[config.mk]
export PLATFORM = sky130hd
export DESIGN_NAME = sqrt_seq_flat
export DESIGN_NICKNAME = d
export VERILOG_FILES = /design/src/rtl/sqrt_seq_pkg.sv /design/src/rtl/sqrt_seq_if.sv /design/src/rtl/sqrt_seq_step.sv /design/src/rtl/sqrt_seq.sv /design/src/flat_wrapper.sv
export SDC_FILE = /design/constraint.sdc
export NUM_CORES = 1
export LEC_CHECK = 0
export CORE_UTILIZATION = 54
export CTS_BUF_LIST = sky130_fd_sc_hd__clkbuf_16
export DETAILED_ROUTE_END_ITERATION = 8
export PLACE_DENSITY = 0.87
export SYNTH_ARGS = -nofsm -noshare
export SYNTH_HDL_FRONTEND = slang
export SYNTH_SLANG_ARGS = --single-unit
[constraint.sdc]
create_clock -name clk -period 2.02 [get_ports clk]
set_input_delay 0.404 -clock clk [delete_from_list [all_inputs] [get_ports clk]]
set_output_delay 0.404 -clock clk [all_outputs]
set_load 0.1 [all_outputs]
[src/rtl/sqrt_seq_pkg.sv]
// Shared types for the sequential square-root block: FSM state encoding and
// the iteration-counter width helper.
package sqrt_seq_pkg;

  typedef enum logic [1:0] {
    S_IDLE = 2'd0,
    S_BUSY = 2'd1,
    S_DONE = 2'd2
  } state_t;

  // The counter runs N-1 down to 0, so clog2(N) bits always suffice.
  function automatic int cnt_width(input int n);
    return (n > 1) ? $clog2(n) : 1;
  endfunction

endpackage

[src/rtl/sqrt_seq_if.sv]
// Valid/ready handshake bundle for sqrt_seq: radicand in, root/remainder out.
interface sqrt_seq_if #(parameter int N = 8);

  logic           in_valid;
  logic           in_ready;
  logic [2*N-1:0] in_data;
  logic           out_valid;
  logic           out_ready;
  logic [N-1:0]   out_root;
  logic [N:0]     out_rem;
  logic           out_sat;

  modport master (
    output in_valid, in_data, out_ready,
    input  in_ready, out_valid, out_root, out_rem, out_sat
  );

  modport slave (
    input  in_valid, in_data, out_ready,
    output in_ready, out_valid, out_root, out_rem, out_sat
  );

endinterface

[src/rtl/sqrt_seq_step.sv]
// One restoring square-root iteration: bring down the next radicand bit pair,
// try subtracting {root,01}, and shift the resulting root bit in.
module sqrt_seq_step #(parameter int N = 8) (
  input  logic [N+1:0] rem_in,
  input  logic [N-1:0] root_in,
  input  logic [1:0]   pair,
  output logic [N+1:0] rem_out,
  output logic [N-1:0] root_out
);

  logic [N+1:0] rem_sh;
  logic [N+1:0] trial;
  logic         ge;

  // The shifted-out top bits of rem_in are always zero since rem <= 2*root.
  always_comb begin
    rem_sh   = (rem_in << 2) | {{N{1'b0}}, pair};
    trial    = {root_in, 2'b01};
    ge       = (rem_sh >= trial);
    rem_out  = ge ? (rem_sh - trial) : rem_sh;
    root_out = {root_in[N-2:0], ge};
  end

endmodule

[src/rtl/sqrt_seq.sv]
// Sequential integer square root, one root bit per clock with valid/ready on both sides.
// Define SQRT_ROUND_EN to round out_root to nearest (saturating, flagged on out_sat).
module sqrt_seq
  import sqrt_seq_pkg::*;
#(
  parameter int N = 8
) (
  input logic        clk,
  input logic        rst_n,
  sqrt_seq_if.slave  bus
);

  localparam int CW = cnt_width(N);

  state_t         state, state_nxt;
  logic [2*N-1:0] x;
  logic [N+1:0]   rem_w, rem_nxt;
  logic [N-1:0]   root_w, root_nxt, root_fin;
  logic [CW-1:0]  cnt;
  logic [N-1:0]   root_q;
  logic [N:0]     rem_q;
  logic           accept;
  logic           last;

  assign bus.in_ready  = (state == S_IDLE) && rst_n;
  assign bus.out_valid = (state == S_DONE);
  assign bus.out_root  = root_q;
  assign bus.out_rem   = rem_q;
  assign accept        = bus.in_valid && bus.in_ready;
  assign last          = (state == S_BUSY) && (cnt == '0);

  sqrt_seq_step #(.N(N)) u_step (
    .rem_in   (rem_w),
    .root_in  (root_w),
    .pair     (x[2*N-1 -: 2]),
    .rem_out  (rem_nxt),
    .root_out (root_nxt)
  );

  always_ff @(posedge clk or negedge rst_n) begin
    if (!rst_n) state <= S_IDLE;
    else        state <= state_nxt;
  end

  always_comb begin
    state_nxt = state;
    unique case (state)
      S_IDLE:  if (accept) state_nxt = S_BUSY;
      S_BUSY:  if (cnt == '0) state_nxt = S_DONE;
      S_DONE:  if (bus.out_ready) state_nxt = S_IDLE;
      default: state_nxt = S_IDLE;
    endcase
  end

`ifdef SQRT_ROUND_EN
  logic round_up;
  logic sat_q;

  // rem > root means x >= r^2+r+1 > (r+0.5)^2, so round up unless r is already max.
  always_comb begin
    round_up = (rem_nxt > {2'b00, root_nxt});
    root_fin = root_nxt;
    if (round_up && !(&root_nxt)) root_fin = root_nxt + 1'b1;
  end

  always_ff @(posedge clk or negedge rst_n) begin
    if (!rst_n)    sat_q <= 1'b0;
    else if (last) sat_q <= round_up && (&root_nxt);
  end

  assign bus.out_sat = sat_q;
`else
  assign root_fin    = root_nxt;
  assign bus.out_sat = 1'b0;
`endif

  // Datapath: load on accept, iterate while busy, capture the result on the last pass.
  always_ff @(posedge clk or negedge rst_n) begin
    if (!rst_n) begin
      x      <= '0;
      rem_w  <= '0;
      root_w <= '0;
      cnt    <= '0;
      root_q <= '0;
      rem_q  <= '0;
    end else if (accept) begin
      x      <= bus.in_data;
      rem_w  <= '0;
      root_w <= '0;
      cnt    <= CW'(N - 1);
    end else if (state == S_BUSY) begin
      x      <= x << 2;
      rem_w  <= rem_nxt;
      root_w <= root_nxt;
      if (cnt != '0) begin
        cnt <= cnt - CW'(1);
      end else begin
        root_q <= root_fin;
        rem_q  <= (N+1)'(rem_nxt);
      end
    end
  end

endmodule

[src/flat_wrapper.sv]
// flat-port wrapper written by rule: the top's interface ports become plain ports
module sqrt_seq_flat import sqrt_seq_pkg::*;
#(
  parameter int N = 8
)
  (clk, rst_n, bus_in_valid, bus_in_data, bus_out_ready, bus_in_ready, bus_out_valid, bus_out_root, bus_out_rem, bus_out_sat);
  sqrt_seq_if #(.N(N)) bus_i ();
  input logic clk;
  input logic rst_n;
  input wire logic [$bits(bus_i.in_valid)-1:0] bus_in_valid;
  input wire logic [$bits(bus_i.in_data)-1:0] bus_in_data;
  input wire logic [$bits(bus_i.out_ready)-1:0] bus_out_ready;
  output wire logic [$bits(bus_i.in_ready)-1:0] bus_in_ready;
  output wire logic [$bits(bus_i.out_valid)-1:0] bus_out_valid;
  output wire logic [$bits(bus_i.out_root)-1:0] bus_out_root;
  output wire logic [$bits(bus_i.out_rem)-1:0] bus_out_rem;
  output wire logic [$bits(bus_i.out_sat)-1:0] bus_out_sat;
  assign bus_i.in_valid = bus_in_valid;
  assign bus_i.in_data = bus_in_data;
  assign bus_i.out_ready = bus_out_ready;
  assign bus_in_ready = bus_i.in_ready;
  assign bus_out_valid = bus_i.out_valid;
  assign bus_out_root = bus_i.out_root;
  assign bus_out_rem = bus_i.out_rem;
  assign bus_out_sat = bus_i.out_sat;
  sqrt_seq #(.N(N)) u_core (.clk(clk), .rst_n(rst_n), .bus(bus_i));
endmodule
==> reports/qor.csv <==
stage,metric,value,unit
synthesis,Post-synth top flop,dfrtp_1,
detailed_routing,Final ANT Viol Nets,0,
detailed_routing,Starting DRT DRC Count,402,
floorplanning,# rows,25,
critical_path,Worst Setup Path Type,reg2reg,
critical_path,Worst setup EP type,flip-flop,
clock_network,Longest Clk Path Bufs,2,
critical_path,critical path's top delay family,compound AO/OA/AOI/OAI gates,
place,post-place instance area,3330,µm²
timing,clk_skew,0.00843,ns
critical_path,Critical Path RT,2.20,ns
synthesis,#FFs+latches synth,54,
synthesis,sequential share of the synthesized area,47.7,%
place,number of buffers inserted by port buffering,38,
synthesis,Syn Area/Cell,9.83,µm²
detailed_routing,DRT Wirelength,7.47,mm
timing,Slew @ Worst Pin,0.635,ns
synthesis,share of flip-flops with an asynchronous set or reset,100,%
place,RePlAce Congestion,0.899,
detailed_routing,drt wl/cell,18.4,µm
critical_path,Worst Setup Start Kind,flip-flop,
worst_hold_path,worst min path class,in2async,
grt,global-route wire length before repair,11.3,mm
timing,Min Hold Slack,0.289,ns
synthesis,synthesized area,2830,µm²
critical_path,FF-to-FF Start,u_core.rem_w[5]$_DFFE_PN0P_,
clock_network,Worst-path clk slew,0.07,ns
grt,met3 usage,4.74,%
grt,grt met1 use,37.5,%
clock_network,CTS tree,done,
synthesis,"Distinct cells, synth",54,
grt,initial antenna violation count,0,
timing,Fmax,0.505,GHz
critical_path,CP max stage cell,dfrtp_1,
synthesis,Post-synth EDFFs,0,
clock_network,clock sinks,54,
grt,GR peak layer,met2,
critical_path,Setup crit start,u_core.rem_w[5]$_DFFE_PN0P_,
final_layout,nets,369,
detailed_routing,# DRC,0,
clock_network,CTS H-tree lvls,2,
detailed_routing,routed vias/inst,6.39,
floorplanning,Die W,74.4,µm
synthesis,cell count after synthesis,288,
critical_path,"Largest stage delay, worst path",0.46,ns
synthesis,synth warn,0,
floorplanning,# IOs,40,
timing,Max-slew headroom,57.6,%
grt,grt met2 use,43.4,%
final_layout,finished layout cell area,3630,µm²
grt,vias in the first global route,2340,
timing,final setup vio count,0,
floorplanning,core area,4880,µm²
critical_path,worst r2r dst,u_core.bus.out_rem[8]$_DFFE_PN0P_,
critical_path,crit-path max FO,6,
final_layout,"Cell Count, Final, Fillers Out",405,
floorplanning,initial cell density of the core,58.0,%
final_layout,ANT cells,0,
synthesis,post-synth top area share,47.7,%
final_layout,fraction of layout cells with a size suffix above 1,21.3,%
clock_network,"Clk Latency, worst-skew pair",0.30,ns
critical_path,CP Cell Sequence,"ha_4, and4_4, a21oi_4, o21a_4, buf_4, a41oi_1, o31ai_1",
timing,final period utilization,98.1,%
detailed_routing,DRT Pass-1 Iters,5,
critical_path,WP depth,7,
clock_network,CTS buffer count,5,
place,DPL Wire Length,4.73,mm
timing,"Hold Vio Cnt, Final",0,
clock_network,CTS root buffer,clkbuf_16,
timing,Final Max Tran Viols,0,
final_layout,Area growth syn-to-layout,28.2,%
synthesis,"area leader, netlist",dfrtp_1,
synthesis,Synth area leaders,"dfrtp_1 48%, ha_1 5.3%, a222oi_1 4.9%, nand2_1 4.5%, inv_1 4.0%",
synthesis,syn nets,320,
detailed_routing,vias,2588,
outcome,status,"finished, final reports clean",
critical_path,R2R depth,7,
critical_path,Reg2Reg Setup Slack,0.04,ns
timing,fin crit period,1.98,ns
final_layout,final core area utilization,74.4,%
grt,grt ovf,0,
floorplanning,die area,5540,µm²
grt,GR Util All Layers,27.4,%
grt,largest net degree at the start of global routing,50,
critical_path,crit path DAT,2.16,ns
flow_run,Max Cap Viol,0,
place,Cells after DPL,392,
critical_path,end of the critical path,u_core.bus.out_rem[8]$_DFFE_PN0P_,
floorplanning,Die Ht,74.4,µm
critical_path,crit path buf inv count,1,
## placed cells by master (no fill, tap or decap), types with 7 or more instances in the layout
cell type and count:
nand4_1 9, a21oi_1 7, o211ai_1 8, o31ai_1 7
inv_1 29, a222oi_1 14, buf_4 35, clkdlybuf4s50_1 18
ha_1 7, o21ai_0 17, nand2_1 34, dfrtp_1 54
## metrics by stage
stage,setup TNS (ns),setup slack (ns)
final,0,0.0394
after global routing,-0.111,-0.0576
after CTS,0,0.0146
after detailed placement,0,0.0160
after global placement,0,0.0746
after floorplan,0,0.0220
## cell usage after synthesis (3+ instances only)
cell type / number
dfrtp_1: 54
nand2_1: 34
inv_1: 30
o21ai_0: 19
a222oi_1: 14
ha_1: 12
nand4_1: 9
o211ai_1: 8
a21oi_1: 7
nor3_1: 7
o31ai_1: 7
clkbuf_1: 6
nand2b_1: 6
nand3_1: 6
nor2_1: 6
buf_4: 5
and2_1: 4
buf_2: 4
xnor2_1: 4
a41oi_1: 3
nor2b_1: 3
## worst min path at each step
stage | to | cells past startpoint | slack (ns)
finish | u_core.rem_w[2]$_DFFE_PN0P_ | 2 | 0.29
global route | u_core.x[7]$_DFFE_PN0P_ | 2 | 0.35
CTS | u_core.rem_w[6]$_DFFE_PN0P_ | 2 | 0.31
detailed placement | u_core.cnt[2]$_DFFE_PN0P_ | 1 | 0.26
global placement | u_core.cnt[2]$_DFFE_PN0P_ | 1 | 0.26
floorplan | u_core.bus.out_rem[0]$_DFFE_PN0P_ | 0 | 0.11
## state kept, by name, indices dropped and copies added, names as in the netlist
register             count
u_core.bus.out_rem       9
u_core.bus.out_root      8
u_core.root_w            8
u_core.cnt               3
u_core.state             2
u_core.rem_w             8
u_core.x                16
## cells by family after synthesis
family                   Yosys count  synth area share, %
AO/OA/AOI/OAI                     84                 22.6
AND/OR/NAND/NOR                   82                 14.4
flip-flops                        54                 47.7
buffers and inverters             49                 7.91
adder cells (fa/ha/maj)           12                 5.30
XOR/XNOR                           5                 1.55
other                              1                0.132
multiplexers                       1                0.398
## metal layers
metal	vias to the layer above	share of wire, %
met3	28	7.8
met4	0	3.0
met1	1245	40
li1	1144	-
met2	171	49
met5	-	0
## final cells by class
type / instances / area [µm²]
Fill cell: 341 / 1250
Multi-Input combinational cell: 187 / 1380
Timing Repair Buffer: 59 / 538
Clock buffer: 5 / 125
Inverter: 30 / 113
Tap cell: 67 / 83.8
Sequential cell: 54 / 1350
Clock inverter: 3 / 42.5
## worst register-to-register path, cell delays in order (launching register included)
cell	delay [ns]
dfrtp_1	0.46
ha_4	0.35
and4_4	0.30
a21oi_4	0.10
o21a_4	0.16
buf_4	0.16
a41oi_1	0.22
o31ai_1	0.12
## timing repair
action	CTS	global route
buffers inserted	0	2
setup endpoints to repair	0	19
gates resized for setup	0	19
hold buffers	1	0
endpoints found under the hold margin	5	0
Power is not shown: default switching activity piles up to over one toggle a cycle in this logic, so the estimate is an artifact.
